$ cat src/rtl/display_scan_controller.sv
// display_scan_controller
// Sequential double-dabble binary-to-BCD converter feeding a continuously
// running digit scanner. Each scan slot drives one digit enable and the
// matching one-hot code for a shared seven-segment decoder.
// Optional feature macro: LEADING_ZERO_BLANK_EN (blank leading zero digits).
module display_scan_controller #(
  parameter int unsigned DIGITS      = 4,
  parameter int unsigned IN_WIDTH    = 14,
  parameter int unsigned REFRESH_DIV = 50000
) (
  input  logic                Clock,
  input  logic                ResetN,
  input  logic [IN_WIDTH-1:0] Value,
  input  logic                Load,
  output logic                Busy,
  output logic                Done,
  output logic                Overflow,
  output logic [9:0]          DigitCode,
  output logic [DIGITS-1:0]   DigitSelect
);

  // Decimal digits needed for 2^IN_WIDTH-1: floor(W*log10(2))+1.
  // The constant slightly overestimates log10(2), which at worst adds a nibble.
  localparam int unsigned BIN_NIB = (IN_WIDTH * 30103) / 100000 + 1;
  localparam int unsigned ACC_NIB = (BIN_NIB > DIGITS) ? BIN_NIB : DIGITS;
  localparam int unsigned ACC_W   = 4 * ACC_NIB;
  localparam int unsigned DISP_W  = 4 * DIGITS;
  localparam int unsigned CNT_W   = $clog2(IN_WIDTH + 1);
  localparam int unsigned PRE_W   = $clog2(REFRESH_DIV);
  localparam int unsigned IDX_W   = (DIGITS > 1) ? $clog2(DIGITS) : 1;

  localparam logic [DIGITS-1:0] SEL_FIRST = DIGITS'(1);
  localparam logic [9:0]        CODE_BLANK = 10'b10_0000_0000;

  typedef enum logic [1:0] {
    S_IDLE,
    S_CONVERT,
    S_COMMIT
  } state_t;

  // Conversion FSM state
  state_t              state_q;
  logic [IN_WIDTH-1:0] shift_q;
  logic [ACC_W-1:0]    bcd_q;
  logic [CNT_W-1:0]    iter_q;
  logic                busy_q;
  logic                done_q;
  logic                ovf_q;
  logic [DISP_W-1:0]   disp_q;

  // Scanner state
  logic [PRE_W-1:0]    presc_q;
  logic [IDX_W-1:0]    idx_q;
  logic [DIGITS-1:0]   sel_q;
  logic [9:0]          code_q;

  // Combinational helpers
  logic [ACC_W-1:0]          bcd_adj;
  logic [ACC_W+IN_WIDTH-1:0] cat_sh;
  logic [ACC_W-1:0]          bcd_nx;
  logic [IN_WIDTH-1:0]       shift_nx;
  logic                      commit_ovf;
  logic [DISP_W-1:0]         commit_disp;
  logic [DISP_W-1:0]         disp_d;
  logic [PRE_W-1:0]          presc_d;
  logic [IDX_W-1:0]          idx_d;
  logic [DIGITS-1:0]         sel_d;
  logic [9:0]                code_d;
  logic [3:0]                nib;
  logic                      blank;
`ifdef LEADING_ZERO_BLANK_EN
  logic                      run;
  logic [DIGITS-1:0]         lead_zero;
`endif

  // Map a BCD nibble onto the shared decoder's one-hot Number input.
  function automatic logic [9:0] digit_code(input logic [3:0] n, input logic blk);
    logic [9:0] c;
    c = '0;
    if (blk) begin
      c = CODE_BLANK;
    end else if (n >= 4'd1 && n <= 4'd9) begin
      c[n - 4'd1] = 1'b1;
    end
    return c;
  endfunction

  // One double-dabble iteration: add 3 to nibbles >= 5, then shift left.
  always_comb begin
    bcd_adj = bcd_q;
    for (int unsigned i = 0; i < ACC_NIB; i++) begin
      if (bcd_q[4*i +: 4] >= 4'd5) begin
        bcd_adj[4*i +: 4] = bcd_q[4*i +: 4] + 4'd3;
      end
    end
    cat_sh   = {bcd_adj, shift_q} << 1;
    bcd_nx   = cat_sh[ACC_W+IN_WIDTH-1 : IN_WIDTH];
    shift_nx = cat_sh[IN_WIDTH-1:0];
  end

  // Commit value: any nonzero nibble above the displayed ones means overflow,
  // in which case the display saturates to all nines.
  always_comb begin
    commit_ovf = 1'b0;
    for (int unsigned i = DIGITS; i < ACC_NIB; i++) begin
      if (bcd_q[4*i +: 4] != 4'd0) begin
        commit_ovf = 1'b1;
      end
    end
    commit_disp = bcd_q[DISP_W-1:0];
    if (commit_ovf) begin
      for (int unsigned i = 0; i < DIGITS; i++) begin
        commit_disp[4*i +: 4] = 4'd9;
      end
    end
    disp_d = (state_q == S_COMMIT) ? commit_disp : disp_q;
  end

  // Load / convert / commit sequencing with registered status outputs.
  always_ff @(posedge Clock or negedge ResetN) begin
    if (!ResetN) begin
      state_q <= S_IDLE;
      shift_q <= '0;
      bcd_q   <= '0;
      iter_q  <= '0;
      busy_q  <= 1'b0;
      done_q  <= 1'b0;
      ovf_q   <= 1'b0;
      disp_q  <= '0;
    end else begin
      done_q <= 1'b0;
      case (state_q)
        S_IDLE: begin
          if (Load) begin
            shift_q <= Value;
            bcd_q   <= '0;
            iter_q  <= '0;
            busy_q  <= 1'b1;
            state_q <= S_CONVERT;
          end
        end
        S_CONVERT: begin
          bcd_q   <= bcd_nx;
          shift_q <= shift_nx;
          iter_q  <= iter_q + 1'b1;
          if (iter_q == CNT_W'(IN_WIDTH - 1)) begin
            state_q <= S_COMMIT;
          end
        end
        S_COMMIT: begin
          disp_q  <= commit_disp;
          ovf_q   <= commit_ovf;
          done_q  <= 1'b1;
          busy_q  <= 1'b0;
          state_q <= S_IDLE;
        end
        default: begin
          state_q <= S_IDLE;
          busy_q  <= 1'b0;
        end
      endcase
    end
  end

  // Scan slot sequencing and next enable/code. The code is taken from the
  // next display value so a commit and a slot change both land on one edge.
  always_comb begin
    presc_d = presc_q + 1'b1;
    idx_d   = idx_q;
    if (presc_q == PRE_W'(REFRESH_DIV - 1)) begin
      presc_d = '0;
      idx_d   = (idx_q == IDX_W'(DIGITS - 1)) ? '0 : idx_q + 1'b1;
    end
    sel_d        = '0;
    sel_d[idx_d] = 1'b1;
    nib          = disp_d[4*idx_d +: 4];
    blank        = 1'b0;
`ifdef LEADING_ZERO_BLANK_EN
    run       = 1'b1;
    lead_zero = '0;
    for (int unsigned k = 0; k < DIGITS; k++) begin
      run = run & (disp_d[4*(DIGITS-1-k) +: 4] == 4'd0);
      lead_zero[DIGITS-1-k] = run;
    end
    blank = (idx_d != '0) && lead_zero[idx_d];
`endif
    code_d = digit_code(nib, blank);
  end

  // Free-running scanner registers; enable and code update together.
  always_ff @(posedge Clock or negedge ResetN) begin
    if (!ResetN) begin
      presc_q <= '0;
      idx_q   <= '0;
      sel_q   <= SEL_FIRST;
      code_q  <= '0;
    end else begin
      presc_q <= presc_d;
      idx_q   <= idx_d;
      sel_q   <= sel_d;
      code_q  <= code_d;
    end
  end

  assign Busy        = busy_q;
  assign Done        = done_q;
  assign Overflow    = ovf_q;
  assign DigitCode   = code_q;
  assign DigitSelect = sel_q;

endmodule
$ cat config.mk
export PLATFORM = sky130hd
export DESIGN_NAME = display_scan_controller
export DESIGN_NICKNAME = d
export VERILOG_FILES = /design/src/rtl/display_scan_controller.sv
export SDC_FILE = /design/constraint.sdc
export NUM_CORES = 1
export LEC_CHECK = 0
export CAP_MARGIN = 0
export CORE_MARGIN = 2
export CORE_UTILIZATION = 55
export CTS_BUF_LIST = sky130_fd_sc_hd__clkbuf_8
export CTS_CLUSTER_DIAMETER = 60
export DETAILED_ROUTE_END_ITERATION = 16
export DONT_BUFFER_PORTS = 1
export HOLD_SLACK_MARGIN = 0.05
export PLACE_DENSITY = 0.73
export SYNTH_ARGS = -nofsm -noshare
export SYNTH_HDL_FRONTEND = slang
export SYNTH_SLANG_ARGS = --single-unit
$ cat constraint.sdc
create_clock -name Clock -period 2.6 [get_ports Clock]
set_input_delay 0.52 -clock Clock [delete_from_list [all_inputs] [get_ports Clock]]
set_output_delay 0.52 -clock Clock [all_outputs]
set_load 0.05 [all_outputs]
; ---- Word-level counts from Yosys, hierarchy flattened
; Index checks and enable logic that the tools add are counted.
[classes]
n_addsub = 9
order_cmp = 11
n_eq_ne = 7
shifts = 1
mux = 28
n_bitwise = 1
n_reduce_logical = 9
[op_table]
columns = op, count
row1 = $mux W16, 3
row2 = $pmux W20 S2, 1
row3 = $pmux W14 S2, 1
row4 = $ge A4 B3 Y1 const B, 5
row5 = $mux W20, 1
row6 = $mux W4, 5
row7 = $add A16 B1 Y16 const B, 1
row8 = $add A4 B2 Y4 const B, 4
row9 = $eq A16 B16 Y1 const B, 1
row10 = $shiftx A16 B5 Y4, 1
row11 = $mux W14, 1
row12 = $mux W10, 1
row13 = $ge A4 B1 Y1 const B, 2
row14 = $mux W2, 4
row15 = $pmux W4 S2, 1
row16 = $reduce_and A2 Y1, 3
row17 = $lt A4 B5 Y1 const B, 1
row18 = $mux W1, 5
row19 = $add A4 B1 Y4 const B, 1
row20 = $demux W1 S4, 1
row21 = $eq A2 B2 Y1 const B, 2
row22 = $eq A4 B4 Y1 const B, 1
row23 = $le A4 B4 Y1 const B, 1
row24 = $ne A2 B2 Y1 const B, 2
row25 = other kinds (15), 17
[word_totals]
regBits = 91
in_bits = 17
output_inout_bits = 17
elab_cells = 78

; ---- Longest topological paths before layout
[depth]
depth_word = 11
ltp_mapped = 9
mapped_depth_nobuf = 8

; ---- Least setup slack after synthesis
; No wires, ideal clock.
[synth_timing]
kind = register to register
startpoint = register presc_q[13]
endpoint = register code_q[8] (netlist: DigitCode[8])
setup_time_ns = 0.096
arrival_ns = 2.504
t_required_ns = 2.504
path_slack_ns = 0.001
path_stages_with_launch = 8
path_buffers = 0
synth_period_minus_slack_ns = 2.599
cell_sequence = dfrtp_1 > or4_4 > o41a_1 > nor2_4 > inv_2 > or3_1 > a32o_2 > nor4_2
[synth_via]
elab_chain_cells = 9
elab_cells_between_ends = 13
[synth_rtl]
columns = item, line_no
row1 = start: declaration, 52  ; logic [PRE_W-1:0] presc_q;
row2 = start signal: assignment, 198  ; presc_q <= presc_d;
row3 = $eq A16 B16 Y1 *, 170  ; if (presc_q == PRE_W'(REFRESH_DIV - 1)) begin
row4 = $mux W2 *, 170
row5 = named net idx_d[1], 66  ; logic [IDX_W-1:0] idx_d;
row6 = $shiftx A16 B5 Y4 *, 176  ; nib = disp_d[4*idx_d +: 4];
row7 = $sub A4 B1 Y4, 83  ; c[n - 4'd1] = 1'b1;
row8 = $lt A4 B5 Y1 (not written as such) / $ge A4 B1 Y1 (equally long branches), 83
row9 = $logic_and A1 B1 Y1 (not written as such), 83
row10 = $mux W1 (not written as such), 83
row11 = $demux W1 S4, 83
row12 = $mux W10 *, 82  ; end else if (n >= 4'd1 && n <= 4'd9) begin
row13 = named net code_d[8], 68  ; logic [9:0] code_d;
row14 = end signal: assignment, 201  ; code_q <= code_d;
row15 = end: declaration, 55  ; logic [9:0] code_q;
; Mark *: on every way through the listed nets, which the timed path passes. The rest lies on a longest branch.
; A chain may end at the register's enable or synchronous reset.

; ---- Worst setup path in the final report
[layout_timing]
startpoint = register presc_q[13]
endpoint = register code_q[4] (netlist: DigitCode[4])
; The elaborated chain is that of the path after synthesis.

==> run_results.csv <==
group,metric,value,unit
global_routing,grt_pass1_vias,3255,
clock_network,clock_path_buffers,2,
global_routing,antenna_found_initial,0,
global_routing,grt_max_degree,92,
sta,worst_pin_slew,0.877,ns
logic_synthesis,yosysMostFrequentCell,"dfrtp_1",
critical_path,cpLargestDelayFamily,"simple AND/OR/NAND/NOR gates",
drt,drt_iter0_drc,121,
global_routing,overflow,0,
logic_synthesis,ys_top_cells_by_count,"dfrtp_1 (90), nor2_1 (37), a21oi_1 (34), o21ai_0 (34), nand2_1 (33)",
min_path,hold_class,"in2async",
floorplanning,initial_core_util,56.3,%
logic_synthesis,syn_nets,455,
floorplanning,die_area,0.00860,mm²
sta,drv_slew,0,
logic_synthesis,ys_dominant_reg_cell,"dfrtp_1",
critical_path,crit_path_max_fanout,8,
clock_network,cts_sinks,91,
logic_synthesis,synth_top_area_share,52.0,%
layout,area_growth,17.4,%
logic_synthesis,syn_area,0.00433,mm²
critical_path,r2r_slack,-0.05,ns
flow_run,cap_violations,0,
logic_synthesis,yosysWarnings,0,
logic_synthesis,synthCells,423,
drt,drt_wl_total,9580,µm
floorplanning,die-height,92.7,µm
critical_path,crit_required,2.88,ns
floorplanning,coreArea,0.00769,mm²
critical_path,crit_type,"reg2reg",
clock_network,clk-insertion-delay-late,0.36,ns
critical_path,cp-start-kind,"register",
placement,dpl.hpwl,6360,µm
logic_synthesis,syn_avg_cell_area,10.2,µm²
critical_path,rr_endpoint,"DigitCode[4]$_DFF_PN0_",
clock_network,cts_max_level,3,
layout,diodes,0,
power,leakage,2.20,nW
sta,period_minus_slack,2.65,ns
run_status,violations,"hold timing, setup timing",
sta,hold_viol,90,
logic_synthesis,synth_area_leaders,"dfrtp_1 (52%), ha_1 (4.3%), a21oi_1 (3.9%)",
run_status,status,"complete, but fails checks",
logic_synthesis,synthArstFlopShare,100,%
clock_network,cts_buffers,9,
global_routing,grt_pass1_wl,15800,µm
sta,fin_ws,-0.0536,ns
critical_path,cp_cell_sequence,"or4_4 -> o41a_1 -> nor2_4 -> inv_4 -> or3_4 -> a32o_2 -> nor3_2",
logic_synthesis,ys_seq_area_share,52.6,%
clock_network,cts_root_buf,"clkbuf_8",
logic_synthesis,yosysUniqueCellTypes,58,
placement,dpl_worst_slack,-0.0545,ns
layout,final_nets,492,
sta,fin_crit_sh,102,%
floorplanning,std_cell_rows,32,
critical_path,r2r_cells,7,
critical_path,worst_path_largest_cell_delay,0.58,ns
critical_path,crit_path_top_delay_cell,"or4_4",
sta,fmax,0.377,GHz
drt,drc_errors,0,
floorplanning,die_w,92.7,µm
sta,rsz0062_at_grt,"true",
drt,vias,3334,
global_routing,gr-usage-all-layers,23.3,%
layout,fin_util,66.1,%
layout,drive_gt1_share,19.1,%
logic_synthesis,synth_top_area_cell,"dfrtp_1",
power,vdd_drop_max,0.340,mV
logic_synthesis,synth-seq-cells,91,
critical_path,cp-end-kind,"register",
clock_network,clkTransAtPathRegs,0.10,ns
power,power_density,942,mW/mm²
sta,skew,0.00986,ns
critical_path,r2r-start,"presc_q[13]$_DFF_PN0_",
drt,ant_nets,0,
floorplanning,io_pins,34,
placement,io_buffers,0,
sta,setup_tns,-0.187,ns
sta,slew-limit-headroom,41.4,%
sta,setup_violations,6,
logic_synthesis,synth_edf_count,0,
clock_network,cts_tree,"built",
placement,gp_congestion,0.837,
sta,whs,-0.164,ns
power,p_total,4.79,mW
critical_path,crit_buf_inv,1,
drt,via_per_inst,5.88,
drt,drt_pass1_iterations,4,
drt,wl_per_cell,16.9,µm
critical_path,cp.arrival,2.94,ns
==> final cells by class <==
cell class,count,area [µm²]
timing repair buffer,40,308
clock inverter,7,105
clock buffer,9,124
fill,620,2600
sequential,91,2280
tap,102,128
multi-input combinational,300,2070
inverter,18,70.1
==> kinds of logic after synthesis <==
| group | count (synthesis) | share of synthesized area [%] |
|---|---|---|
| AOI/OAI and AO/OA | 122 | 18.4 |
| xor gates and xnor gates | 20 | 4.05 |
| adders and majority gates | 15 | 4.33 |
| buffers and inverters | 32 | 2.95 |
| DFF | 91 | 52.6 |
| muxes | 2 | 0.462 |
| other | 1 | 0.0866 |
| and+or+nand+nor | 140 | 17.1 |
==> sequential cells by signal, indices dropped and copies added (netlist names) <==
name	cells
state_q	2
Overflow	1
DigitSelect	4
Done	1
presc_q	16
iter_q	4
idx_q	2
DigitCode	10
disp_q	16
Busy	1
bcd_q	20
shift_q	14
==> stage by stage <==
stage               hold slack [ns]  instance area [µm²]  std cells
CTS                          -0.175                 4870        556
global placement              0.227                 4610        539
detailed placement            0.227                 4610        539
global route                 -0.192                 5080        567
finish                       -0.164                 5080        567
floorplan                     0.224                 4330        423
==> worst max path at each step <==
stage	from	endpoint	slack (ns)	cells past startpoint
3_5_place_dp	bcd_q[16]$_DFFE_PN0P_	DigitCode[4]$_DFF_PN0_	-0.05	9
2_1_floorplan	presc_q[13]$_DFF_PN0_	DigitCode[8]$_DFF_PN0_	0.0008	7
5_1_grt	presc_q[13]$_DFF_PN0_	DigitCode[4]$_DFF_PN0_	-0.14	7
4_1_cts	presc_q[5]$_DFF_PN0_	DigitCode[8]$_DFF_PN0_	0.002	7
3_3_place_gp	presc_q[13]$_DFF_PN0_	DigitCode[8]$_DFF_PN0_	0.07	7
6_report	presc_q[13]$_DFF_PN0_	DigitCode[4]$_DFF_PN0_	-0.05	7
==> report_power, final <==
group / internal [mW] / switching, mW
registers: 1.77 / 0.389
clock network: 0.558 / 0.543
logic: 0.656 / 0.874
==> routing by layer <==
layer | global-route usage (%) | wire (µm)
met1 | 29.4 | 4160
met2 | 38.9 | 4810
met3 | 5.70 | 415
met4 | 9.19 | 198
met5 | 0 | 0
==> cells in the final DEF, fill, tap and decap left out, types with 3 or more instances in the layout <==
cell type / Yosys / layout
dfrtp_1: 90 / 90
buf_4: 0 / 38
nor2_1: 37 / 36
a21oi_1: 34 / 34
nand2_1: 33 / 33
o21ai_0: 34 / 33
inv_1: 16 / 15
nor2b_1: 15 / 15
ha_1: 15 / 14
xnor2_1: 13 / 13
a22oi_1: 13 / 13
nor3_1: 13 / 9
clkbuf_8: 0 / 9
nand2b_1: 7 / 7
nand3_1: 7 / 7
xor2_1: 7 / 7
o31ai_1: 6 / 6
o22ai_1: 6 / 6
a32o_1: 5 / 5
nand3b_1: 4 / 4
nand4_1: 4 / 4
nor3_2: 0 / 4
o32ai_1: 4 / 4
inv_6: 0 / 3
==> timing repair <==
action,in CTS,in global routing
pin swaps,7,14
hold endpoints to repair,91,91
buffers inserted,1,12
endpoints found under the setup margin,5,9
gates resized for setup,5,23
No activity file was read; power rests on OpenSTA's default activity.
